`src/rtl/rca_pkg.sv`:
```
// -----------------------------------------------------------------------------
// rca_pkg
// Shared definitions for the sequential ripple-carry add/subtract controller.
//   SLICE_W     : width of the shared adder slice (bits processed per clock)
//   state_t     : controller state encoding (IDLE / RUN / DONE)
//   num_slices  : number of slices needed to cover an operand of a given width
// -----------------------------------------------------------------------------
package rca_pkg;

  localparam int SLICE_W = 4;

  typedef enum logic [1:0] {
    IDLE = 2'd0,
    RUN  = 2'd1,
    DONE = 2'd2
  } state_t;

  function automatic int num_slices(input int width);
    return width / SLICE_W;
  endfunction

endpackage

```
`src/rtl/rca.sv`:
```
// -----------------------------------------------------------------------------
// rca
// Combinational 4-bit ripple-carry adder slice.
//   a, b  : slice operands
//   cin   : carry into bit 0
//   sum   : slice sum
//   cout  : carry out of bit 3
//   cmsb  : carry into bit 3 (lets the caller form signed overflow on the
//           most significant slice)
// -----------------------------------------------------------------------------
module rca
  import rca_pkg::*;
(
  input  logic [SLICE_W-1:0] a,
  input  logic [SLICE_W-1:0] b,
  input  logic               cin,
  output logic [SLICE_W-1:0] sum,
  output logic               cout,
  output logic               cmsb
);

  // Carries are kept as separate scalars so the ripple chain is explicit.
  logic c1;
  logic c2;
  logic c3;
  logic c4;

  assign sum[0] = a[0] ^ b[0] ^ cin;
  assign c1     = (a[0] & b[0]) | (cin & (a[0] ^ b[0]));

  assign sum[1] = a[1] ^ b[1] ^ c1;
  assign c2     = (a[1] & b[1]) | (c1 & (a[1] ^ b[1]));

  assign sum[2] = a[2] ^ b[2] ^ c2;
  assign c3     = (a[2] & b[2]) | (c2 & (a[2] ^ b[2]));

  assign sum[3] = a[3] ^ b[3] ^ c3;
  assign c4     = (a[3] & b[3]) | (c3 & (a[3] ^ b[3]));

  assign cout = c4;
  assign cmsb = c3;

endmodule

```
`src/rtl/rca_seq_ctrl.sv`:
```
// -----------------------------------------------------------------------------
// rca_seq_ctrl
// Sequential add/subtract unit: one shared 4-bit ripple-carry slice is reused
// once per clock, least significant slice first, to form a WIDTH-bit result.
//
// Ports
//   clk, rst        : clock (rising edge), asynchronous active-high reset
//   in_valid/ready  : request handshake; op_a, op_b, sub sampled on accept
//   op_a, op_b      : operands; sub = 0 -> A+B, sub = 1 -> A-B
//   out_valid/ready : result handshake
//   result          : WIDTH-bit sum/difference
//   cout            : final carry (1 = no borrow on subtract)
//   ovf             : signed overflow
//   busy            : high whenever the controller is not IDLE
//   dbg_state       : current FSM state, for observation only
//
// Handshake: a transfer happens on a rising edge where valid and ready are
// both high. in_ready is high only in IDLE, out_valid only in DONE; once
// out_valid is high, result/cout/ovf hold until the edge where out_ready=1,
// after which the controller returns to IDLE.
//
// Timing: the accepting edge enters RUN. The next WIDTH/4 edges each process
// one slice. One further edge latches cout/ovf from the finished carry chain
// and enters DONE, so out_valid rises WIDTH/4+1 edges after the accept.
// -----------------------------------------------------------------------------
module rca_seq_ctrl
  import rca_pkg::*;
#(
  parameter int WIDTH = 16
) (
  input  logic             clk,
  input  logic             rst,
  input  logic             in_valid,
  output logic             in_ready,
  input  logic [WIDTH-1:0] op_a,
  input  logic [WIDTH-1:0] op_b,
  input  logic             sub,
  output logic             out_valid,
  input  logic             out_ready,
  output logic [WIDTH-1:0] result,
  output logic             cout,
  output logic             ovf,
  output logic             busy,
  output state_t           dbg_state
);

  localparam int NSLICE = num_slices(WIDTH);
  localparam int IDX_W  = (NSLICE > 1) ? $clog2(NSLICE) : 1;
  localparam logic [IDX_W-1:0] LAST_IDX = IDX_W'(NSLICE - 1);

  // ---------------------------------------------------------------------------
  // State and datapath registers
  // ---------------------------------------------------------------------------
  state_t             state_q;
  state_t             state_d;
  logic [IDX_W-1:0]   idx_q;
  // Set after the last slice has been written; the following RUN edge is the
  // wrap-up cycle that latches cout/ovf and moves to DONE.
  logic               fin_q;
  logic [WIDTH-1:0]   a_q;
  logic [WIDTH-1:0]   b_q;
  logic               sub_q;
  logic               carry_q;
  logic               cmsb_q;
  logic [WIDTH-1:0]   result_q;
  logic               cout_q;
  logic               ovf_q;

  // ---------------------------------------------------------------------------
  // Slice selection and the shared adder
  // ---------------------------------------------------------------------------
  logic [SLICE_W-1:0] slice_a;
  logic [SLICE_W-1:0] slice_b_raw;
  logic [SLICE_W-1:0] slice_b;
  logic [SLICE_W-1:0] slice_sum;
  logic               slice_cout;
  logic               slice_cmsb;

  always_comb begin
    slice_a     = a_q[int'(idx_q) * SLICE_W +: SLICE_W];
    slice_b_raw = b_q[int'(idx_q) * SLICE_W +: SLICE_W];
    // Subtraction is A + ~B + 1; the +1 comes from the carry register, which
    // is loaded with sub on accept.
    slice_b     = sub_q ? ~slice_b_raw : slice_b_raw;
  end

  rca u_rca (
    .a    (slice_a),
    .b    (slice_b),
    .cin  (carry_q),
    .sum  (slice_sum),
    .cout (slice_cout),
    .cmsb (slice_cmsb)
  );

  // ---------------------------------------------------------------------------
  // FSM next-state logic
  // ---------------------------------------------------------------------------
  always_comb begin
    state_d = state_q;
    case (state_q)
      IDLE:    if (in_valid)  state_d = RUN;
      RUN:     if (fin_q)     state_d = DONE;
      DONE:    if (out_ready) state_d = IDLE;
      default:                state_d = IDLE;
    endcase
  end

  always_ff @(posedge clk or posedge rst) begin
    if (rst) begin
      state_q <= IDLE;
    end else begin
      state_q <= state_d;
    end
  end

  // ---------------------------------------------------------------------------
  // Datapath registers
  // ---------------------------------------------------------------------------
  always_ff @(posedge clk or posedge rst) begin
    if (rst) begin
      idx_q    <= '0;
      fin_q    <= 1'b0;
      a_q      <= '0;
      b_q      <= '0;
      sub_q    <= 1'b0;
      carry_q  <= 1'b0;
      cmsb_q   <= 1'b0;
      result_q <= '0;
      cout_q   <= 1'b0;
      ovf_q    <= 1'b0;
    end else begin
      case (state_q)
        IDLE: begin
          if (in_valid) begin
            a_q     <= op_a;
            b_q     <= op_b;
            sub_q   <= sub;
            idx_q   <= '0;
            fin_q   <= 1'b0;
            carry_q <= sub;
          end
        end
        RUN: begin
          if (!fin_q) begin
            result_q[int'(idx_q) * SLICE_W +: SLICE_W] <= slice_sum;
            carry_q <= slice_cout;
            cmsb_q  <= slice_cmsb;
            if (idx_q == LAST_IDX) begin
              idx_q <= '0;
              fin_q <= 1'b1;
            end else begin
              idx_q <= idx_q + IDX_W'(1);
            end
          end else begin
            // carry_q now holds the carry out of the MSB, cmsb_q the carry
            // into the MSB of the top slice.
            cout_q <= carry_q;
            ovf_q  <= cmsb_q ^ carry_q;
            fin_q  <= 1'b0;
          end
        end
        default: begin
        end
      endcase
    end
  end

  // ---------------------------------------------------------------------------
  // Outputs
  // ---------------------------------------------------------------------------
  assign in_ready  = (state_q == IDLE);
  assign out_valid = (state_q == DONE);
  assign busy      = (state_q != IDLE);
  assign result    = result_q;
  assign cout      = cout_q;
  assign ovf       = ovf_q;
  assign dbg_state = state_q;

endmodule

```
`config.mk`:
```
export PLATFORM = sky130hd
export DESIGN_NAME = rca_seq_ctrl
export DESIGN_NICKNAME = d
export VERILOG_FILES = /design/src/rtl/rca_pkg.sv /design/src/rtl/rca.sv /design/src/rtl/rca_seq_ctrl.sv
export SDC_FILE = /design/constraint.sdc
export NUM_CORES = 1
export LEC_CHECK = 0
export CAP_MARGIN = 20
export CORE_ASPECT_RATIO = 0.8
export CORE_MARGIN = 5
export CORE_UTILIZATION = 35
export CTS_CLUSTER_DIAMETER = 200
export CTS_CLUSTER_SIZE = 20
export DETAILED_ROUTE_END_ITERATION = 6
export PLACE_DENSITY = 0.58
export SETUP_SLACK_MARGIN = 0.2
export SYNTH_ARGS = -nofsm -noshare
export SYNTH_HDL_FRONTEND = slang
export SYNTH_HIERARCHICAL = 1
export SYNTH_SLANG_ARGS = --single-unit
export TNS_END_PERCENT = 10
```
`constraint.sdc`:
```
create_clock -name clk -period 3.6 [get_ports clk]
set_input_delay 0.72 -clock clk [delete_from_list [all_inputs] [get_ports clk]]
set_output_delay 0.72 -clock clk [all_outputs]
set_load 0.05 [all_outputs]
```
After elaboration in Yosys (flattened, before gate mapping):

Index checks and enable logic that the tools add are counted.

* reductions and logical operators: 9
* eq/ne operators: 7
* muxes and demuxes: 17
* bitwise logic cells: 23
* shift-type cells: 4
* add/sub/neg operators: 2

Operator list (number)
* $neg A4 Y33: 1
* $shift A4 B33 Y16 const A: 1
* $shiftx A4 B33 Y16: 1
* $shiftx A16 B5 Y4: 2
* $bwmux W16: 1
* $mux W2: 6
* $xor A1 B1 Y1: 9
* $and A1 B1 Y1: 8
* $reduce_and A2 Y1: 4
* $ne A2 B2 Y1 const B: 3
* $pmux W2 S3: 1
* $reduce_and A3 Y1: 2
* $mux W1: 5
* $eq A2 B2 Y1 const B: 2
* $mux W4: 1
* $not A4 Y4: 1
* $or A1 B1 Y1: 4
* $pmux W1 S2: 2
* $pmux W2 S2: 1
* $reduce_bool A2 Y1: 2
* $add A2 B1 Y2 const B: 1
* $eq A2 B1 Y1 const B: 1
* $logic_not A2 Y1: 1
* $ne A2 B1 Y1 const B: 1
* $not A1 Y1: 1

* word-level logic and storage cells: 73
* bits of input ports: 37
* register bits: 58
* output and inout bits: 23

Depth between registers and ports, before layout:

* depth after elaboration: 14
* mapped depth: 11

By module:

Netlist, hierarchy kept.

Modules (own cells, without submodules)
* rca_seq_ctrl: instances 1, cells an instance 186, area an instance 2797.7 µm²
* rca: instances 1, cells an instance 12, area an instance 110.1 µm²

Least setup slack after synthesis:

Ideal clock, no wire load.

* kind: reg-to-reg
* start: reg idx_q[0]
* end: reg result_q[7] (netlist: result[7])
* setup time: 0.121 ns
* data required time: 3.479 ns
* path buffers: 1
* slack: 0.569 ns
* period minus slack after synthesis: 3.031 ns
* stages on the path, launching flop included: 11
* data arrival time: 2.910 ns
* path through: dfrtp_1 > buf_2 > mux4_2 > xor2_1 > fa_1 > inv_1 > fa_1 > fa_1 > inv_1 > fa_1 > a22o_1

* cells in the longest elaborated chain, start to end: 13
* elaborated cells on any way between the ends: 25
* those cells by class: add/sub (1); shift (4); mux (2); bitwise (18)

RTL lines
* start, declared: line rca_seq_ctrl.sv:56 `logic [IDX_W-1:0] idx_q;`
* start signal, assigned: line rca_seq_ctrl.sv:153 `idx_q <= idx_q + IDX_W'(1);`
* $shiftx A16 B5 Y4 (*): line rca_seq_ctrl.sv:81 `slice_b_raw = b_q[int'(idx_q) * SLICE_W +: SLICE_W];`
* $not A4 Y4: line rca_seq_ctrl.sv:84 `slice_b = sub_q ? ~slice_b_raw : slice_b_raw;`
* $mux W4 (*): line rca_seq_ctrl.sv:84
* named net slice_b[0]: line rca_seq_ctrl.sv:74 `logic [SLICE_W-1:0] slice_b;`
* $xor A1 B1 Y1: line rca.sv:29 `assign c1 = (a[0] & b[0]) | (cin & (a[0] ^ b[0]));`
* $and A1 B1 Y1: line rca.sv:29
* $or A1 B1 Y1 (*): line rca.sv:29
* $and A1 B1 Y1 (*): line rca.sv:32 `assign c2 = (a[1] & b[1]) | (c1 & (a[1] ^ b[1]));`
* $or A1 B1 Y1 (*): line rca.sv:32
* $and A1 B1 Y1 (*): line rca.sv:35 `assign c3 = (a[2] & b[2]) | (c2 & (a[2] ^ b[2]));`
* $or A1 B1 Y1 (*): line rca.sv:35
* named net slice_cmsb: line rca_seq_ctrl.sv:77 `logic slice_cmsb;`
* $xor A1 B1 Y1 (*): line rca.sv:37 `assign sum[3] = a[3] ^ b[3] ^ c3;`
* named net slice_sum[3]: line rca_seq_ctrl.sv:75 `logic [SLICE_W-1:0] slice_sum;`
* $shiftx A4 B33 Y16 (*): line rca_seq_ctrl.sv:146 `result_q[int'(idx_q) * SLICE_W +: SLICE_W] <= slice_sum;`
* $bwmux W16 (*): line rca_seq_ctrl.sv:146
* end signal, assigned by index: line rca_seq_ctrl.sv:146
* end, declared: line rca_seq_ctrl.sv:65 `logic [WIDTH-1:0] result_q;`

The timed path passes the listed nets; every way through them passes the cells marked *.
A chain may end at the register's enable or synchronous reset.

Worst setup path in the final report:

Ends and elaborated chain as after synthesis.

==> metrics.txt <==
outcome complete, no violations; CP Cell Sequence mux4_2 -> xor2_1 -> fa_1 -> inv_1 -> fa_1 -> fa_1 -> inv_1 -> fa_1 -> a22o_1; vias in the first global route 1972; top cell type by total area after synthesis dfrtp_1; Hold Path Class reg -> reg; Post-Syn Area 0.00291 mm2; first-pass GRT wire length 10500 um; Synth Instances 198; Post-Route WL 6160 um; initial antenna violation count 0; first-pass detailed-route iteration total 4; flop-to-flop setup slack 450 ps; MaxCap Viol Count 0; critical path's slowest cell mux4_2; layout cell share with drive strength beyond 1 27.0%; Clock Tree Buf Depth 2; Worst Setup SP idx_q[0]; Port Buf Inserts 59; Worst EP required 3840 ps; VDD IR max 0.441 mV; sequential-to-total area share from yosys stat 49.9%; die height 91.5 um; worst-skew pair later-pin latency 350 ps; commonest non-fill, non-tap cell in the layout clkdlybuf4s50_1; CTS clk-pin slew, worst paths 60 ps; Max H-tree Level 3; DP HPWL 4570 um; slowest stage delay, CP 550 ps; # diodes 0; Post-Syn Nets 244; combinational power share 57.4%; crit path buf inv count 2; Root Driver clkbuf_8; slew margin rel. 54.1%; Starting DRT DRC Count 41; Synth top area share 49.9%; met2 GRT Util 18.9%; cell internal pwr 2.41 mW; placed cells 359; DR vias/cell 4.65; Layout Nets 308; CP most frequent cell fa_1; Crit Path Class reg -> reg; Leakage 1.66 nW; Sw Ratio 42.6%; CTS tree yes; P_sw 1.78 mW; Seq cells post-synth 58; GR Util met3 5.12%; TritonCTS Buffers 9; most frequent cells in the layout clkdlybuf4s50_1, dfrtp_1, mux2_4, a22o_1, nand2_1; Final ANT Viol Nets 0; FF-to-FF path depth 9; post-synth cell types 32; die width 112 um; CP Launch Type flip-flop; final slew viol count 0; worst r2r dst result[7]; clock skew 8.00 ps; Post-CTS Setup Bufs 0; Final setup viols 0; crit path to result[7]; fin util 47.3%; DRC errors left 0; critical path data arrival time 3390 ps; global route overflow 0; GR Util All Layers 13.2%; clock sink total 58; critical-path maximum fanout 5; Avg Inst Size Synth 14.7 um2; GRT met1 Usage 18.2%; fill count 725; gr busiest metal met2; WL/cell 16.4 um; clock share of power 13.3%; fin crit share 87.5%; CTS resizes 0; area of the die 0.0102 mm2; Largest delay share family, worst path adder cells; Setup TNS Final 0 ps; core area 0.00802 mm2; RD Place Congestion 0.739; Reg power frac 29.3%; # IOs 60; Final Non-Filler Cells 375; Setup crit end kind flip-flop; synth top area cells dfrtp_1, mux2_4, mux4_2; cell count along the critical path 9; via count 1744; row cnt 29; RSZ-0062 raised after global routing no; Hold Vio Cnt, Final 0; fin crit period 3150 ps; Syn-to-layout area delta 30.5%; Max Fclk 0.318 GHz; pin count of the biggest net entering global routing 29; Synth Warn # 6; Cell Pwr Density 1100 mW/mm2; worst slew pin tran 682 ps; worst r2r src idx_q[0]; hold_buf cts 0; Initial Util 36.3%
==> sequential cells by signal (all words and copies together), names as in the netlist <==
name       cells
b_q           16
dbg_state      2
cmsb_q         1
a_q           16
cout           1
result        16
fin_q          1
idx_q          2
carry_q        1
ovf            1
sub_q          1
==> cell type report <==
cell class	instances	area [um2]	area share (%)
well taps	108	135	3.56
flip-flops and latches	58	1450	38.2
multi-input cells	115	1330	35.0
repair buffers	65	648	17.1
inverters	13	48.8	1.29
clock buffers	14	173	4.55
clock inverters	2	10.0	0.264
==> power by group through the flow <==
stage          clock (mW)  combinational, mW  sequential, mW
6_report            0.557               2.41            1.23
3_5_place_dp            0               2.43            1.24
4_1_cts             0.577               2.43            1.24
5_1_grt             0.606               2.60            1.28
3_3_place_gp            0               2.40            1.25
2_1_floorplan           0               1.56            1.43
==> cells in the mapped netlist, drive strengths merged <==
cell type	count
o21bai	1
buf	8
a22o	16
nor2	4
fa	4
and2	1
o22a	1
dfrtp	58
nor4	2
o21ai	6
nand2b	4
nand2	13
xor2	4
a2bb2oi	1
nand3b	1
ha	5
mux4	8
xnor2	1
nor4b	1
mux2	35
or2	1
nand4bb	4
a21oi	1
clkbuf	4
and4bb	1
inv	13
==> kinds of logic (layout without fill, tap and decap cells) <==
kind of cell | Yosys count | in the layout | share of synthesized area [%]
AOI/OAI and AO/OA | 26 | 26 | 6.88
xor gates and xnor gates | 5 | 5 | 1.51
buffers and inverters | 25 | 94 | 4.43
adders and majority gates | 9 | 9 | 4.91
DFF | 58 | 58 | 49.9
and+or+nand+nor | 32 | 32 | 8.73
muxes | 43 | 43 | 23.6
==> worst min path at each step <==
stage | startpoint | to | slack (ps) | cells past startpoint
global route | result[5] | result[5] | 510 | 1
detailed placement | result[5] | result[5] | 490 | 1
finish | b_q[12] | b_q[12] | 500 | 1
global placement | ovf | ovf | 480 | 2
CTS | result[5] | result[5] | 510 | 1
floorplan | b_q[11] | b_q[11] | 480 | 1
==> per-stage QoR <==
stage / total power [mW] / instance area [um2] / worst slack, ps / hold slack (ps)
detailed placement: 3.67 / 3610 / 447 / 494
finish: 4.19 / 3790 / 451 / 500
floorplan: 2.99 / 2910 / 569 / 475
global route: 4.48 / 3790 / 241 / 514
global placement: 3.65 / 3610 / 506 / 476
CTS: 4.25 / 3790 / 423 / 508
==> routing by layer <==
metal | wire (um) | up-vias
li1 | - | 830
met1 | 2980 | 856
met2 | 2730 | 49
met3 | 376 | 9
met4 | 76 | 0
met5 | 0 | -
Note: power is estimated with default switching activity, not from simulation.
